File: src/rtl/rv_key_periph.sv
// rv_key_periph: memory-mapped push-button block on the core data bus.
// Synchronises and debounces NKEYS raw buttons, latches press events in a
// write-1-to-clear register and raises a registered level interrupt.
//
// Bus handshake: a request is accepted on every clock edge where data_req_i=1
// (there is no ready and no backpressure). An accepted read (data_we_i=0)
// returns data_rvalid_o=1 for exactly one cycle, on the cycle after the
// request, with data_rdata_o holding the register value sampled before the
// request edge. Writes give no response. data_rdata_o keeps its last value
// while data_rvalid_o=0.
module rv_key_periph #(
   parameter int NKEYS           = 4,
   parameter int DEBOUNCE_CYCLES = 50000,
   parameter int KEY_ACTIVE_LOW  = 1,
   parameter int XLEN            = 32
) (
   input  logic              clk_i,
   input  logic              rst_i,
   input  logic              data_req_i,
   input  logic              data_we_i,
   input  logic [XLEN/8-1:0] data_be_i,
   input  logic [XLEN-1:0]   data_addr_i,
   input  logic [XLEN-1:0]   data_wdata_i,
   output logic              data_rvalid_o,
   output logic [XLEN-1:0]   data_rdata_o,
   input  logic [NKEYS-1:0]  key_i,
   output logic              irq_o
);

   localparam int             CW       = $clog2(DEBOUNCE_CYCLES);
   localparam logic [CW-1:0]  CNT_MAX  = CW'(DEBOUNCE_CYCLES - 1);
   // raw level of a key that is not pressed
   localparam logic [NKEYS-1:0] RELEASED = (KEY_ACTIVE_LOW != 0) ? '1 : '0;

   logic [NKEYS-1:0] sync1_q, sync2_q;
   logic [NKEYS-1:0] key_lvl;
   logic [NKEYS-1:0] state_q, state_nxt;
   logic [NKEYS-1:0] evt_q, evt_nxt, evt_clr;
   logic [NKEYS-1:0] irq_en_q;
   logic [NKEYS-1:0] rd_val;
   logic [CW-1:0]    cnt_q   [NKEYS];
   logic [CW-1:0]    cnt_nxt [NKEYS];
   logic             wr_en;
   logic             rd_en;

   // bus fields this block never looks at
   logic unused_bus;
   assign unused_bus = &{1'b0, data_be_i[XLEN/8-1:1], data_addr_i[XLEN-1:4],
                         data_addr_i[1:0], data_wdata_i[XLEN-1:NKEYS]};

   assign wr_en = data_req_i & data_we_i & data_be_i[0];
   assign rd_en = data_req_i & ~data_we_i;

   // polarity normalised after the second synchroniser flop: 1 = pressed
   assign key_lvl = (KEY_ACTIVE_LOW != 0) ? ~sync2_q : sync2_q;

   // two-flop synchroniser per key, reset to the released level
   always_ff @(posedge clk_i or posedge rst_i) begin
      if (rst_i) begin
         sync1_q <= RELEASED;
         sync2_q <= RELEASED;
      end else begin
         sync1_q <= key_i;
         sync2_q <= sync1_q;
      end
   end

   // debounce: a level must disagree with STATE for DEBOUNCE_CYCLES cycles
   always_comb begin
      state_nxt = state_q;
      for (int k = 0; k < NKEYS; k++) begin
         cnt_nxt[k] = '0;
         if (key_lvl[k] != state_q[k]) begin
            if (cnt_q[k] == CNT_MAX) begin
               state_nxt[k] = key_lvl[k];
            end else begin
               cnt_nxt[k] = cnt_q[k] + 1'b1;
            end
         end
      end
   end

   // W1C clear mask and event update; a new press wins over a same-cycle clear
   always_comb begin
      evt_clr = '0;
      if (wr_en && data_addr_i[3:2] == 2'd1) begin
         evt_clr = data_wdata_i[NKEYS-1:0];
      end
      evt_nxt = (evt_q & ~evt_clr) | (state_nxt & ~state_q);
   end

   // register read mux; unmapped offset and upper bits read as zero
   always_comb begin
      rd_val = '0;
      case (data_addr_i[3:2])
         2'd0:    rd_val = state_q;
         2'd1:    rd_val = evt_q;
         2'd2:    rd_val = irq_en_q;
         default: rd_val = '0;
      endcase
   end

   // debounce counters, STATE, EVENT and IRQ_EN registers
   always_ff @(posedge clk_i or posedge rst_i) begin
      if (rst_i) begin
         state_q  <= '0;
         evt_q    <= '0;
         irq_en_q <= '0;
         for (int k = 0; k < NKEYS; k++) begin
            cnt_q[k] <= '0;
         end
      end else begin
         state_q <= state_nxt;
         evt_q   <= evt_nxt;
         for (int k = 0; k < NKEYS; k++) begin
            cnt_q[k] <= cnt_nxt[k];
         end
         if (wr_en && data_addr_i[3:2] == 2'd2) begin
            irq_en_q <= data_wdata_i[NKEYS-1:0];
         end
      end
   end

   // read response one cycle after the request, and registered interrupt
   always_ff @(posedge clk_i or posedge rst_i) begin
      if (rst_i) begin
         data_rvalid_o <= 1'b0;
         data_rdata_o  <= '0;
         irq_o         <= 1'b0;
      end else begin
         data_rvalid_o <= rd_en;
         if (rd_en) begin
            data_rdata_o <= {{(XLEN-NKEYS){1'b0}}, rd_val};
         end
         irq_o <= |(evt_q & irq_en_q);
      end
   end

endmodule

File: config.mk
export PLATFORM = sky130hd
export DESIGN_NAME = rv_key_periph
export DESIGN_NICKNAME = d
export VERILOG_FILES = /design/src/rtl/rv_key_periph.sv
export SDC_FILE = /design/constraint.sdc
export NUM_CORES = 1
export LEC_CHECK = 0
export CAP_MARGIN = 20
export CORE_MARGIN = 2
export CORE_UTILIZATION = 36
export DETAILED_ROUTE_END_ITERATION = 7
export DONT_BUFFER_PORTS = 1
export PLACE_DENSITY = 0.56
export SLEW_MARGIN = 20
export SYNTH_ARGS = -nofsm -noshare
export SYNTH_HDL_FRONTEND = slang
export SYNTH_SLANG_ARGS = --single-unit
File: constraint.sdc
create_clock -name clk_i -period 3.1 [get_ports clk_i]
set_input_delay 0.62 -clock clk_i [delete_from_list [all_inputs] [get_ports clk_i]]
set_output_delay 0.62 -clock clk_i [all_outputs]
set_load 0.01 [all_outputs]
# == Word level (Yosys, flattened, before mapping) ==
# Index checks and enable logic that the tools add are counted.
# Widths: inputs -> output; s select.
# totals
output_inout_bits,34
latch_bits,0
mem_bits_ro,0
n_memories,0
word_cells,59
ramBits,0
reg_bits,90
# classes
multipliers,0
n_eq_ne,10
reduce_logical,4
shift,0
magnitude_cmp,0
n_mux,18
div,0
bitwise_logic,11
n_addsub,4
# op_table
cell,n
$mux 16,8
$add 16x1->16 const B,4
$eq 16x16->1 const B,4
$and 4x4->4,3
$not 4->4,3
$pmux 4 s3,1
$mux 1,8
$mux 4,1
$ne 1x1->1,4
$or 4x4->4,1
$reduce_or 4->1,1
$and 1x1->1,3
$eq 2x1->1 const B,1
$eq 2x2->1 const B,1
$logic_and 1x1->1,2
$logic_not 2->1,1
$not 1->1,1

# == Logic depth before layout (Yosys ltp) ==
# Gate-level depths: netlist of the first run.
# logic_depth
word_depth,7
mapped_depth,6

# == Worst setup path before layout of the first run ==
# Ideal clock, no wire load.
# synth_path
path_type,input to register
from,in data_addr_i[3]
to,reg irq_en_q[0]
arrival_time_ps,1695
path_stages,3
n_path_buf,1
setup_slack_ps,1280
setup_ps,125
path_cell_list,clkbuf_1 -> nor3b_1 -> mux2_2
# synth_via
elab_chain_cells,2
# synth_lines
element,line,source
"start, declared",22,"input logic [XLEN-1:0] data_addr_i,"
$eq 2x2->1,118,if (wr_en && data_addr_i[3:2] == 2'd2) begin
$logic_and 1x1->1,118,
"end signal, assigned",119,irq_en_q <= data_wdata_i[NKEYS-1:0];
"end, declared",39,logic [NKEYS-1:0] irq_en_q;
# No other way between the ends.
# A chain may end at the register's enable or synchronous reset.

==> impl_metrics.json, run 1 <==
{
  "status": "complete, no violations",
  "wl_per_cell_um": 13.3,
  "dr.pass1.iters": 4,
  "seq_area_um2": 2260,
  "gr-max-usage-layer": "met2",
  "ys_seq_area_share_pct": 51.8,
  "root_buffer": "clkbuf_16",
  "synth_top_area_share_pct": 47.0,
  "multi_input_area_um2": 1920,
  "syn_inst": 431,
  "async_flop_share_pct": 100,
  "synth_common_cells": "82 x dfrtp_1, 73 x nor2_1, 47 x xnor2_1",
  "dominantRegCellSynth": "dfrtp_1",
  "use_met3_pct": 3.28,
  "port_buffers": 0,
  "die_area_um2": 13000,
  "worst_pin_slew_ns": 0.899,
  "period_minus_slack_ns": 2.13,
  "startpoint_type": "flip-flop",
  "avgSynthCellArea_um2": 10.1,
  "wirelength_mm": 7.83,
  "fillers": 1181,
  "synth_warnings": 0,
  "p_clk_share_pct": 42.4,
  "rsz0062_at_grt": "no",
  "fp-row-count": 40,
  "switching_share_pct": 22.9,
  "core_area_um2": 11900,
  "grt_pass1_wl_mm": 13.6,
  "vdd_ir_drop_max_mv": 0.244,
  "fin_area_um2": 4710,
  "synth_edf_count": 0,
  "dpl_cell_area_um2": 4440,
  "worst_hold_slack_ns": 0.237,
  "syn_to_final_growth_pct": 7.85,
  "final-max-slew-violation-count": 0,
  "antenna_left": 0,
  "synth_most_common_cell": "dfrtp_1",
  "h-tree-depth": 3,
  "clk_pin_slew_worst_paths_ns": 0.06,
  "cp_max_fo": 16,
  "synth_seq_cells": 90,
  "setup_violations": 0,
  "power.switching_mw": 0.539,
  "hold_path.class": "in -> async",
  "cts-resized-gates": 0,
  "setup_tns_ns": 0,
  "syn_area_um2": 4370,
  "synth_cell_types": 39,
  "cts_hold_buf": 0,
  "die_h_um": 114,
  "finalHoldViolations": 0,
  "cts_sinks": 90,
  "grtUsageTotal_pct": 13.2,
  "critPathCaptureType": "flip-flop",
  "grt_use_met1_pct": 16.7,
  "clkLatencyLatePin_ns": 0.34,
  "clock_skew_ns": 0.00820,
  "p_leak_nw": 1.94,
  "comb_power_share_pct": 4.6,
  "path_class": "reg -> reg",
  "drv_cap": 0,
  "power.internal_mw": 1.82,
  "synthTopCellsByArea": "dfrtp_1 47%, xnor2_1 9.4%, nor2_1 6.3%, buf_4 4.8%, dfstp_2 4.8%",
  "cts_buffers": 9,
  "cts_tree": "built",
  "relSlewSlack_pct": 39.8,
  "max_stage_delay_ns": 0.91,
  "drtIter0Drc": 72,
  "grt_max_degree": 40,
  "overflow": 0,
  "fin_ws_ns": 0.967,
  "placedCellCount": 574,
  "drive_above_1_share_pct": 8.13,
  "period_share_pct": 68.8,
  "num_vias": 2906,
  "critPathSlowestCell": "o41ai_4",
  "synth_area_leader_cell": "dfrtp_1",
  "initial_utilization_pct": 36.7,
  "final_cells": 590,
  "path_cells": "ha_1 -> nand3_1 -> o41ai_4 -> nor2_1",
  "powerDensity_nw_per_um2": 500,
  "vias_per_cell": 4.93,
  "power_frac_seq_pct": 52.9,
  "drc_errors": 0,
  "gp_congestion": 0.781,
  "max_clock_freq_mhz": 469,
  "die_w_um": 114,
  "diodes": 0,
  "cts_buffer_depth": 2,
  "pre_cts_ws_ns": 1.01,
  "worstPathArrival_ns": 2.31,
  "ios": 110,
  "dp_hpwl_mm": 5.49,
  "cts_setup_buffers": 0,
  "grt_pass1_vias": 2880,
  "nets": 518,
  "crit_required_ns": 3.28,
  "antenna_found_initial": 0,
  "grt_use_met2_pct": 21.5
}
## placed cells by master (no fill, tap or decap), types with 4 or more instances in the layout
master / n
xnor2_1: 47
clkbuf_16: 9
clkbuf_1: 4
nand4_1: 14
nor4_1: 17
o21ai_0: 7
ha_1: 4
nor2_1: 73
xor2_1: 9
inv_1: 14
and3_1: 5
dfrtp_1: 82
mux2i_1: 6
nand2_1: 29
conb_1: 28
nor3_1: 15
dfstp_2: 8
mux2_2: 4
a21oi_1: 8
nand3_1: 22
## power by group through the flow
stage / Sequential (mW) / Clock [mW] / Combinational [mW]
after floorplan: 1.26 / 0 / 0.120
after global placement: 1.27 / 0 / 0.111
after detailed placement: 1.27 / 0 / 0.112
after CTS: 1.25 / 1.03 / 0.113
after global routing: 1.25 / 1.09 / 0.131
final: 1.25 / 1.00 / 0.109
## worst paths after layout
check	from	endpoint	slack, ns	cells past startpoint
max	cnt_q[0]	cnt_q[11]	0.97	4
max reg2reg	cnt_q[0]	cnt_q[11]	0.97	4
min	rst_i	cnt_q[58]	0.24	1
min reg2reg	sync1_q[3]	sync2_q[3]	0.36	0
min in group clk_i	key_i[1]	sync1_q[1]	0.27	0
max in group asynchronous	rst_i	sync2_q[3]	2.08	2
## cell families after synthesis
logic type                 share of synthesized area [%]
buffers and inverters                               6.67
AOI/OAI and AO/OA                                   4.41
muxes                                               2.41
adders and majority gates                           1.15
other                                             0.0859
DFF                                                 51.8
xor gates and xnor gates                            11.2
and+or+nand+nor                                     22.3
## layer usage
| layer | share of wire [%] | routed length, um |
|---|---|---|
| met1 | 48 | 3750 |
| met2 | 46 | 3600 |
| met3 | 4.6 | 361 |
| met4 | 1.6 | 125 |
| met5 | 0 | 0 |
## through the flow
stage	utilization, %	power (mW)
after floorplan	-	1.38
after global placement	37.3	1.38
after detailed placement	37.3	1.38
after CTS	39.5	2.39
after global routing	39.5	2.47
final	39.5	2.36
## critical path: cells and delay by family, from the launching register on
family,cells,cell delay (ns)
adders and majority gates,1,0.20
AOI/OAI and AO/OA,1,0.91
DFF,1,0.38
and+or+nand+nor,2,0.46
## flip-flops by register name, summed over array words and instances (netlist names)
name and cells:
sync2_q 4, evt_q 4, state_q 4, irq_o 1, irq_en_q 4, data_rvalid_o 1, data_rdata_o 4, sync1_q 4
cnt_q 64
## final cells by class
cell class                 instances  share of cell area, %
sequential                        90                   48.0
multi-input combinational        319                   40.7
clock buffer                      14                   5.39
tap                              147                   3.90
inverter                          15                   1.22
timing repair buffer               3                  0.478
clock inverter                     2                  0.319
Note: power is estimated with default switching activity, not from simulation.
==> inputs of run 2 (changes only) <==
--- a/config.mk
+++ b/config.mk
@@ -10,7 +10,7 @@
 export CORE_UTILIZATION = 36
 export DETAILED_ROUTE_END_ITERATION = 7
 export DONT_BUFFER_PORTS = 1
-export PLACE_DENSITY = 0.56
+export PLACE_DENSITY = 0.54
 export SLEW_MARGIN = 20
 export SYNTH_ARGS = -nofsm -noshare
 export SYNTH_HDL_FRONTEND = slang
==> constraint.sdc (replaced) <==
create_clock -name clk_i -period 2 [get_ports clk_i]
set_input_delay 0.4 -clock clk_i [delete_from_list [all_inputs] [get_ports clk_i]]
set_output_delay 0.4 -clock clk_i [all_outputs]
set_load 0.01 [all_outputs]
==> run 2 against run 1 <==
  * Core utilization grew 1.4 points
  * Sequential cell count is the same
  * Die area is the same
  * Total power increased by 69%
  * Critical path depth did not move
  * Combinational power increased by 72%
  * Clock-buffer cell count down 2
  * Non-clock buffer count up 11
  * Critical endpoint is now state_q[1]
  * Highest routed layer unchanged
==> impl_metrics.json, run 2 (synthesis results as in run 1) <==
{
  "max_stage_delay_ns": 0.53,
  "clk_pin_slew_worst_paths_ns": 0.06,
  "period_minus_slack_ns": 1.75,
  "ios": 110,
  "pre_cts_ws_ns": 0.119,
  "power_mw": 3.97,
  "powerDensity_nw_per_um2": 814,
  "drv_cap": 0,
  "startpoint_type": "flip-flop",
  "cts_buffers": 9,
  "finalHoldViolations": 0,
  "placedCellCount": 584,
  "critical_path.startpoint": "cnt_q[32]",
  "fillers": 1135,
  "worstPathArrival_ns": 2.01,
  "endpoint": "state_q[1]",
  "wl_per_cell_um": 13.6,
  "die_area_um2": 13000,
  "nets": 529,
  "clkLatencyLatePin_ns": 0.34,
  "worst_pin_slew_ns": 0.573,
  "cts_buffer_depth": 2,
  "antenna_found_initial": 0,
  "cts_sinks": 90,
  "root_buffer": "clkbuf_16",
  "cp_max_fo": 8,
  "fp-row-count": 40,
  "drive_above_1_share_pct": 11.0,
  "crit_required_ns": 2.26,
  "overflow": 0,
  "wirelength_mm": 8.17,
  "period_share_pct": 87.7,
  "final-max-slew-violation-count": 0,
  "grt_pass1_wl_mm": 14.1,
  "rr_worst_depth": 4,
  "critPathSlowestCell": "nor4_1",
  "final_cells": 601,
  "max_clock_freq_mhz": 570,
  "diodes": 0,
  "regMostFlops": "cnt_q",
  "gp_congestion": 0.792,
  "rrSetupSlack_ns": 0.25,
  "setup_tns_ns": 0,
  "status": "complete, no violations",
  "initial_utilization_pct": 36.7,
  "die_w_um": 114,
  "num_vias": 2956,
  "syn_to_final_growth_pct": 11.7,
  "drc_errors": 0,
  "vdd_ir_drop_max_mv": 0.339,
  "cts_tree": "built",
  "grt_max_degree": 38,
  "fin_ws_ns": 0.245,
  "grtUsageTotal_pct": 13.7,
  "largest_reg_flops": 64,
  "rr_endpoint": "state_q[1]",
  "dp_hpwl_mm": 5.72,
  "clock_skew_ns": 0.00841,
  "p_leak_nw": 2.03,
  "h-tree-depth": 3,
  "vias_per_cell": 4.92,
  "worst_hold_slack_ns": 0.0538,
  "final_cell_mix": "82 x dfrtp_1, 73 x nor2_1, 47 x xnor2_1",
  "critPathCaptureType": "flip-flop",
  "hold_path.class": "in -> reg",
  "drtIter0Drc": 60,
  "core_area_um2": 11900,
  "port_buffers": 0,
  "setup_violations": 0,
  "cts_setup_buffers": 0,
  "path_class": "reg -> reg",
  "rr_startpoint": "cnt_q[32]",
  "layout.cells.most_common": "dfrtp_1",
  "min_delay_path_depth": 0,
  "relSlewSlack_pct": 61.7,
  "grt_pass1_vias": 2933,
  "dr.pass1.iters": 4,
  "rsz0062_at_grt": "no",
  "die_h_um": 114,
  "path_cells": "ha_1 -> nand3_1 -> nor4_1 -> mux2i_1",
  "antenna_left": 0
}
==> run 2: layout make-up <==
type	instances	area, um^2	share of cell area [%]
multi-input cells	319	1920	39.4
inverters	15	60.1	1.23
repair buffers	14	120	2.46
clock buffers	12	256	5.26
clock inverters	4	73.8	1.51
flip-flops and latches	90	2260	46.4
well taps	147	184	3.77
==> run 2: per-layer routing <==
metal | vias to the layer above | track usage (%) | routed length, um
li1 | 1443 | - | -
met1 | 1437 | 17.6 | 3860
met2 | 62 | 21.3 | 3750
met3 | 14 | 3.34 | 348
met4 | 0 | 7.72 | 202
met5 | - | 0 | 0
==> run 2: repair_timing <==
item,4_1_cts,5_1_grt
endpoints found under the hold margin,10,0
resized for setup,0,1
setup endpoints to repair,0,1
hold buffers,1,0
==> run 2: critical path: cells and delay by family (launching register included) <==
| kind | cells | cell delay (ns) |
|---|---|---|
| flip-flops | 1 | 0.38 |
| multiplexers | 1 | 0.24 |
| AND/OR/NAND/NOR | 2 | 0.85 |
| adder cells (fa/ha/maj) | 1 | 0.20 |
==> run 2: power by group <==
part	switching, mW	leakage [nW]	internal (mW)	total, mW
Combinational	0.119	0.654	0.0688	0.188
Clock	0.690	0.163	1.16	1.85
Sequential	0.0486	1.21	1.88	1.93
==> run 2: how the worst min path moves through the flow <==
stage	from	end	slack (ns)
after floorplan	sync1_q[0]	sync2_q[0]	0.35
after global placement	rst_i	cnt_q[28]	0.27
after detailed placement	rst_i	cnt_q[27]	0.27
after CTS	key_i[0]	sync1_q[0]	0.04
after global routing	key_i[0]	sync1_q[0]	0.03
final	key_i[0]	sync1_q[0]	0.05
==> run 2: stage by stage <==
stage,cell area (um^2),util (%)
finish,4880,41.0
global route,4880,41.0
CTS,4870,40.9
detailed placement,4530,38.0
global placement,4530,38.0
floorplan,4470,-
